$ cat config.mk
export PLATFORM = sky130hd
export DESIGN_NAME = pipeline_hazard_ctrl
export DESIGN_NICKNAME = d
export VERILOG_FILES = /design/src/rtl/pipe_ctrl_pkg.sv /design/src/rtl/pipeline_hazard_ctrl_hazard_detect.sv /design/src/rtl/pipeline_hazard_ctrl.sv
export SDC_FILE = /design/constraint.sdc
export NUM_CORES = 1
export LEC_CHECK = 0
export CAP_MARGIN = 0
export CELL_PAD_IN_SITES_DETAIL_PLACEMENT = 1
export CELL_PAD_IN_SITES_GLOBAL_PLACEMENT = 2
export CORE_MARGIN = 4
export CORE_UTILIZATION = 14
export CTS_BUF_LIST = sky130_fd_sc_hd__clkbuf_8 sky130_fd_sc_hd__clkbuf_16
export CTS_CLUSTER_DIAMETER = 80
export DETAILED_ROUTE_END_ITERATION = 7
export PLACE_DENSITY = 0.79
export SETUP_SLACK_MARGIN = 0.5
export SYNTH_ARGS = -nofsm -noshare
export SYNTH_HDL_FRONTEND = slang
export SYNTH_SLANG_ARGS = --single-unit
$ cat constraint.sdc
create_clock -name i_clk -period 2 [get_ports i_clk]
set_clock_uncertainty 0.15 [all_clocks]
set_input_delay 0.4 -clock i_clk [delete_from_list [all_inputs] [get_ports i_clk]]
set_output_delay 0.4 -clock i_clk [all_outputs]
set_load 0.01 [all_outputs]
$ cat src/rtl/pipe_ctrl_pkg.sv
// Shared definitions for the pipeline hazard controller: FSM state encodings
// and the architectural zero register name.
package pipe_ctrl_pkg;

  localparam int STATE_W  = 3;
  localparam int REG_ZERO = 0;

  typedef enum logic [STATE_W-1:0] {
    ST_IDLE   = 3'd0,
    ST_RUN    = 3'd1,
    ST_STEP   = 3'd2,
    ST_DRAIN  = 3'd3,
    ST_HALTED = 3'd4
  } state_e;

endpackage

$ cat src/rtl/pipeline_hazard_ctrl_hazard_detect.sv
// Load-use hazard comparator: a load in EX whose destination feeds the
// instruction currently in ID.
module hazard_detect
  import pipe_ctrl_pkg::*;
#(
  parameter int RBITS = 5
) (
  input  logic [RBITS-1:0] id_rs,
  input  logic [RBITS-1:0] id_rt,
  input  logic             id_uses_rt,
  input  logic             ex_memread,
  input  logic [RBITS-1:0] ex_rt,
  output logic             o_stall
);

  // Writes to the zero register are discarded, so they never create a dependency.
  assign o_stall = ex_memread && (ex_rt != RBITS'(REG_ZERO)) &&
                   ((ex_rt == id_rs) || (id_uses_rt && (ex_rt == id_rt)));

endmodule

$ cat src/rtl/pipeline_hazard_ctrl.sv
// Central stall/flush sequencer for the 5-stage pipeline with a run/step/drain/halt
// debug FSM. Define PERF_COUNTERS_EN to build the cycle and stall counters.
module pipeline_hazard_ctrl
  import pipe_ctrl_pkg::*;
#(
  parameter int RBITS        = 5,
  parameter int CBITS        = 32,
  parameter int DRAIN_CYCLES = 4
) (
  input  logic               i_clk,
  input  logic               i_rst,
  input  logic               i_run,
  input  logic               i_step,
  input  logic               i_clear,
  input  logic               i_id_halt,
  input  logic [RBITS-1:0]   i_id_rs,
  input  logic [RBITS-1:0]   i_id_rt,
  input  logic               i_id_uses_rt,
  input  logic               i_ex_memread,
  input  logic [RBITS-1:0]   i_ex_rt,
  input  logic               i_branch_taken,
  output logic               o_pipe_en,
  output logic               o_pc_write,
  output logic               o_ifid_write,
  output logic               o_ifid_flush,
  output logic               o_idex_nop,
  output logic               o_halted,
  output logic [STATE_W-1:0] o_state,
  output logic [CBITS-1:0]   o_cycle_cnt,
  output logic [CBITS-1:0]   o_stall_cnt
);

  localparam int DW = $clog2(DRAIN_CYCLES + 1);

  state_e        state;
  logic [DW-1:0] drain_cnt;
  logic          hazard;
  logic          stall;

  hazard_detect #(.RBITS(RBITS)) u_hazard_detect (
    .id_rs      (i_id_rs),
    .id_rt      (i_id_rt),
    .id_uses_rt (i_id_uses_rt),
    .ex_memread (i_ex_memread),
    .ex_rt      (i_ex_rt),
    .o_stall    (hazard)
  );

  // Hazards only matter while instructions are actually advancing through ID.
  assign stall = hazard && ((state == ST_RUN) || (state == ST_STEP));

  always_comb begin
    // NOTE: every output gets a default before the case so no path infers a latch.
    o_pipe_en    = 1'b0;
    o_pc_write   = 1'b0;
    o_ifid_write = 1'b0;
    o_ifid_flush = 1'b0;
    o_idex_nop   = 1'b0;
    case (state)
      ST_RUN, ST_STEP: begin
        o_pipe_en = 1'b1;
        if (stall) begin
          o_idex_nop = 1'b1;
        end else begin
          o_pc_write   = 1'b1;
          o_ifid_write = 1'b1;
          o_ifid_flush = !i_id_halt && i_branch_taken;
        end
      end
      ST_DRAIN: begin
        // Older instructions keep retiring while nothing new enters the pipe.
        o_pipe_en    = 1'b1;
        o_ifid_write = 1'b1;
        o_ifid_flush = 1'b1;
      end
      default: ;
    endcase
  end

  // NOTE: sequential state uses non-blocking assignments so all flops update together.
  always_ff @(posedge i_clk or negedge i_rst) begin
    if (!i_rst) begin
      state     <= ST_IDLE;
      drain_cnt <= '0;
    end else begin
      case (state)
        ST_IDLE: begin
          if (i_run)       state <= ST_RUN;
          else if (i_step) state <= ST_STEP;
        end
        ST_RUN, ST_STEP: begin
          if (!stall && i_id_halt) begin
            state     <= ST_DRAIN;
            drain_cnt <= DW'(DRAIN_CYCLES);
          end else if (state == ST_STEP || !i_run) begin
            state <= ST_IDLE;
          end
        end
        ST_DRAIN: begin
          drain_cnt <= drain_cnt - DW'(1);
          if (drain_cnt == DW'(1)) state <= ST_HALTED;
        end
        ST_HALTED: begin
          if (i_clear) state <= ST_IDLE;
        end
        default: state <= ST_IDLE;
      endcase
    end
  end

  assign o_halted = (state == ST_HALTED);
  assign o_state  = state;

`ifdef PERF_COUNTERS_EN
  always_ff @(posedge i_clk or negedge i_rst) begin
    if (!i_rst) begin
      o_cycle_cnt <= '0;
      o_stall_cnt <= '0;
    end else begin
      if (o_pipe_en) o_cycle_cnt <= o_cycle_cnt + CBITS'(1);
      if (stall)     o_stall_cnt <= o_stall_cnt + CBITS'(1);
    end
  end
`else
  assign o_cycle_cnt = '0;
  assign o_stall_cnt = '0;
`endif

endmodule

==> reports/qor.txt, run 1 <==
status: finished, violations left
violated checks: negative setup slack
post-synthesis cell area: 1000 µm²
Setup WS post-layout: -0.286 ns
sequential cell area fraction in the yosys report: 14.9%
DR DRC count: 0
gp weighted congestion: 0.857
Nets: 213
critical path's slowest cell: nor4_2
initial antenna violation count: 0
Initial DRT Pass Iterations: 2
Max FO, Critical Path: 2
DR WL/cell: 9.97 µm
# fillers: 850
I/O pins: 97
Initial Util: 14.6%
Final Power: 1610 µW
via count: 845
worst path buffer plus inverter count: 3
mean post-synth cell area: 7.85 µm²
Combinational Power Share: 74.9%
Sequential Power Share: 13.7%
Tmin final: 2.29 ns
drt total wl: 2800 µm
origin of the critical flop-to-flop path: o_state[1]$_DFFE_PN0P_
die area: 8600 µm²
fraction of layout instances using a drive strength above 1: 34.6%
core area: 6870 µm²
Antenna Diode Count: 0
die width: 92.7 µm
clock insertion delay at the later pin of the skew report: 0.22 ns
YS warnings: 0
largest net degree at the start of global routing: 9
synth unique cells: 25
IO Port Bufs: 32
crit path from: i_id_rt[2]
Switching Share: 41.6%
Setup crit end kind: output port
Lkg Pwr: 0.000790 µW
total CTS buffers: 3
post-synthesis instance total: 128
CP cell instances: buf_8, xor2_2, nor4_2, a32oi_2, buf_4, nor4_4, buf_2
Initial DRC Count: 13
Worst path max stage delay: 0.32 ns
most common cell after layout, fill and taps aside: conb_1
WP data arrival: 1.74 ns
number of synthesized flops with an enable pin: 0
DP Area: 1300 µm²
R2R Setup Slk: 0.14 ns
global-route wire length before repair: 4150 µm
Yosys reg bits: 6
final setup violation count: 5
period utilization: 114%
CTS tree: yes
Clock Sinks: 6
CP startpoint kind: input pin
final slew viol count: 0
CP Class: in -> out
hold crit path type: in -> async
via-per-instance ratio: 3.01
pwr/cell area: 1030 nW/µm²
HPWL after DPL: 2340 µm
Total GRT Usage: 6.19%
number of routed nets with antenna violations: 0
Max VDD drop: 0.000268 V
Post-CTS Hold Buffers: 0
worst path required time: 1.45 ns
area delta synth->final: 55.3%
top_reg_cell synth: dfrtp_1
RSZ-0062 raised after global routing: yes
Largest delay share family, worst path: simple AND/OR/NAND/NOR gates
Rows: 30
ys async rst share: 100%
CTS Buffer Depth: 2
vias in the first global route: 881
Die Y: 92.7 µm
Fmax: 437 MHz
final instance area: 1560 µm²
Pint: 941 µW
htree depth: 1
most frequent cells in the layout: 64 x conb_1, 25 x buf_6, 9 x buf_4
final hold vios: 0
grt ovf: 0
P_sw: 671 µW
power share of the clock group: 11.4%
maxcap violations: 0
clk root buf: clkbuf_8
clk slew on worst S/H paths: 0.04 ns
[metrics by stage]
step | setup WS (ns) | TNS, ns | std cells | hold slack [ns] | utilization [%]
2_1_floorplan | 0.0763 | 0 | 191 | -0.0456 | -
3_3_place_gp | -1.06 | -7.25 | 267 | 0.341 | 18.9
3_5_place_dp | -1.09 | -7.64 | 267 | 0.347 | 18.9
4_1_cts | -0.331 | -1.16 | 277 | 0.269 | 21.6
5_1_grt | -0.399 | -1.44 | 281 | 0.298 | 22.7
6_report | -0.286 | -0.949 | 281 | 0.270 | 22.7
[worst paths after layout]
check | endpoint | cells after the start
worst max register to register | o_state[1]$_DFFE_PN0P_ | 8
max in group asynchronous | o_state[2]$_DFFE_PN0P_ | 1
worst min register to register | drain_cnt[0]$_DFFE_PN0P_ | 1
worst max-delay path | o_idex_nop | 7
worst min-delay path | drain_cnt[2]$_DFFE_PN0P_ | 1
min in group i_clk | drain_cnt[0]$_DFFE_PN0P_ | 1
[routing by layer]
layer	up-vias	global-route usage, %	routed length (µm)
met5	-	0	0
met4	0	1.83	21
met3	3	2.52	338
met2	56	11.5	1530
met1	390	6.30	909
li1	396	-	-
[repair_timing]
action | in CTS | in global routing
gates resized for setup | 108 | 21
pin swaps | 17 | 12
endpoints found under the setup margin | 15 | 15
setup buffers | 7 | 4
[cell type report]
cell class              count  area [µm²]  area share [%]
well taps                  96         120            7.70
repair buffers             55         527            33.8
flip-flops and latches      6         151            9.70
clock buffers               3        41.3            2.65
inverters                   6        22.5            1.44
multi-input cells         115         698            44.7
[synth_stat cells (2+ instances only)]
cell | count | area, µm²
o21a_1 | 2 | 15.0
ha_1 | 2 | 25.0
nor2_1 | 9 | 33.8
xor2_1 | 9 | 78.8
nand2_1 | 6 | 22.5
a211o_1 | 2 | 17.5
nor4_1 | 2 | 12.5
nor3_1 | 2 | 10.0
xnor2_1 | 2 | 17.5
o22ai_1 | 3 | 18.8
buf_4 | 64 | 480
inv_1 | 6 | 22.5
dfrtp_1 | 6 | 150
o21ai_0 | 2 | 10.0
[logic make-up (layout without fill, tap and decap cells)]
logic type | count (synthesis) | count (layout) | share of synthesized area, %
and+or+nand+nor | 22 | 22 | 10.3
muxes | 1 | 1 | 0.996
DFF | 6 | 6 | 14.9
other | 1 | 64 | 0.373
xor gates and xnor gates | 11 | 11 | 9.59
AOI/OAI and AO/OA | 15 | 15 | 11.2
adders and majority gates | 2 | 2 | 2.49
buffers and inverters | 70 | 64 | 50.1
[power groups by stage]
stage | registers, µW | logic [µW] | clock network (µW)
after global placement | 212 | 870 | 0
after detailed placement | 215 | 885 | 0
after CTS | 220 | 1080 | 188
after global routing | 232 | 1310 | 196
final | 221 | 1210 | 183
after floorplan | 234 | 498 | 0
[worst register-to-register path: cells and delay by family, from the launching register on]
| family | cells | cell delay [ns] |
|---|---|---|
| buffers and inverters | 4 | 0.56 |
| flip-flops | 1 | 0.39 |
| AND/OR/NAND/NOR | 1 | 0.17 |
| AO/OA/AOI/OAI | 3 | 0.52 |
[sequential cells by signal (all words and copies together) (netlist names)]
name and flops:
drain_cnt 3, o_state 3
No activity file was read; power rests on OpenSTA's default activity.
==> run 2: changes to the inputs <==
- CORE_ASPECT_RATIO: not set -> 2
==> reports/qor.txt, run 2 (same netlist as run 1, synthesis figures left out) <==
origin of the critical flop-to-flop path: o_state[1]$_DFFE_PN0P_
drt total wl: 3000 µm (+7.1%)
final hold vios: 0 (unchanged)
largest net degree at the start of global routing: 8 (-1)
final slew viol count: 0 (unchanged)
CTS Buffer Depth: 2 (unchanged)
hold crit path type: in -> async
vias in the first global route: 1003 (+14%)
CTS tree: yes
crit path from: i_ex_rt[4]
DP Area: 1300 µm² (unchanged)
core area: 6940 µm² (+1.0%)
HPWL after DPL: 2350 µm (+0.26%)
R2R Setup Slk: 0.09 ns (-0.05 ns)
Fmax: 437 MHz (-0.18%)
most frequent cells in the layout: 64 x conb_1, 25 x buf_6, 15 x buf_4
Setup TNS: -1.30 ns (-0.353 ns)
maxcap violations: 0 (unchanged)
Nets: 220 (+3.3%)
Max FO, Critical Path: 2 (unchanged)
clk slew on worst S/H paths: 0.03 ns (about the same)
Clock Sinks: 6 (unchanged)
Total GRT Usage: 6.78% (+0.59 points)
CP Class: in -> out
DR WL/cell: 10.6 µm (+6.8%)
Tmin final: 2.29 ns (+0.00412 ns)
via-per-instance ratio: 3.24 (+7.7%)
area delta synth->final: 62.0%
gp weighted congestion: 0.742 (-13%)
Lkg Pwr: 0.000843 µW (+6.7%)
CP most frequent cell: buf_6
violated checks: negative setup slack
global-route wire length before repair: 4440 µm (+6.8%)
most common cell after layout, fill and taps aside: conb_1
grt ovf: 0 (unchanged)
Setup crit end: o_ifid_flush
htree depth: 1 (unchanged)
Post-Layout Cell Count: 282 (+0.36%)
initial antenna violation count: 0 (unchanged)
via count: 913 (+8.0%)
status: finished, violations left
critical path's slowest cell: or4_4
worst path required time: 1.45 ns (about the same)
fraction of layout instances using a drive strength above 1: 38.0% (+3.4 points)
# fillers: 850 (unchanged)
final instance area: 1630 µm² (+4.3%)
Initial DRT Pass Iterations: 4 (+2)
final setup violation count: 9 (+4)
Worst path max stage delay: 0.52 ns (+0.20 ns)
Die Y: 128 µm (+38%)
RSZ-0062 raised after global routing: yes
clock insertion delay at the later pin of the skew report: 0.23 ns (about the same)
Worst Reg2Reg Path Length in Cells: 9 (+1)
total placed cells including tap cells: 262 (-1.9%)
die width: 67.9 µm (-27%)
Min Hold Slack: 0.269 ns (-0.00111 ns)
CP cell instances: buf_6, buf_6, or4_4, o21ai_4, o21ai_2, buf_6, o21ai_2, buf_2
Antenna Diode Count: 0 (unchanged)
Initial DRC Count: 19 (+6)
CP startpoint kind: input pin
period utilization: 115% (+0.21 points)
clk root buf: clkbuf_16
Max VDD drop: 0.000337 V (+26%)
WP data arrival: 1.74 ns (about the same)
end of the worst register-to-register path: o_state[0]$_DFFE_PN0P_
Rows: 43 (+43%)
Setup crit end kind: output port
IO Port Bufs: 32 (unchanged)
DR DRC count: 0 (unchanged)
pwr/cell area: 1190 nW/µm² (+15%)
Initial Util: 14.5% (-0.15 points)
I/O pins: 97 (unchanged)
Setup WS post-layout: -0.290 ns (-0.00412 ns)
die area: 8680 µm² (+0.95%)
number of routed nets with antenna violations: 0 (unchanged)
total CTS buffers: 3 (unchanged)
==> run 2: cell count changes in the layout (fill, tap and decap cells not counted), sizes merged <==
cell	before	now
buf	40	46
clkbuf	4	5
==> run 2: worst min-delay path by stage <==
| stage | from | endpoint | slack (ns) | depth (start not counted) |
|---|---|---|---|---|
| after floorplan | i_rst | drain_cnt[0]$_DFFE_PN0P_ | -0.05 | 0 |
| after global placement | drain_cnt[0]$_DFFE_PN0P_ | drain_cnt[0]$_DFFE_PN0P_ | 0.34 | 1 |
| after detailed placement | drain_cnt[0]$_DFFE_PN0P_ | drain_cnt[0]$_DFFE_PN0P_ | 0.35 | 1 |
| after CTS | i_rst | drain_cnt[2]$_DFFE_PN0P_ | 0.27 | 1 |
| after global routing | i_rst | drain_cnt[2]$_DFFE_PN0P_ | 0.29 | 1 |
| final | i_rst | drain_cnt[2]$_DFFE_PN0P_ | 0.27 | 1 |
==> run 2: worst max-delay path: cells and delay by family <==
kind | cells | cell delay (ns)
AO/OA/AOI/OAI | 3 | 0.35
AND/OR/NAND/NOR | 1 | 0.52
buffers and inverters | 4 | 0.47
==> run 2: final cells by class <==
type	instances	area, µm²	area share [%]
Multi-Input combinational cell	115	699	43.0
Timing Repair Buffer	62	567	34.8
Sequential cell	6	151	9.30
Tap cell	90	113	6.92
Clock buffer	3	75.1	4.61
Inverter	6	22.5	1.38
==> run 2: layer usage <==
layer,wire (µm),GRT usage (%),up-vias
met5,0,0,-
met4,38,2.23,0
met3,339,2.02,6
met2,1750,13.4,82
met1,873,6.17,415
li1,-,-,410
==> run 2: through the flow <==
step                power, µW  worst slack [ns]  utilization, %
floorplan                 732            0.0763               -
global placement         1090            -0.997            18.7
detailed placement       1100             -1.03            18.7
CTS                      1840            -0.363            22.9
global route             2080            -0.365            23.5
finish                   1930            -0.290            23.5
==> run 2: power by group <==
part           switching, µW  internal (µW)  total (µW)  leakage [µW]
clock                   65.0            256         321     0.0000370
sequential              44.8            175         220     0.0000714
combinational            630            760        1390      0.000735
total                    740           1190        1930      0.000843
==> run 2: repair_timing <==
item	in CTS	in global routing
gates resized for setup	113	11
setup endpoints to repair	15	15
endpoints found under the hold margin	0	0
hold buffers	0	0
cloned	0	0
setup buffers	15	2
pin swaps	21	7
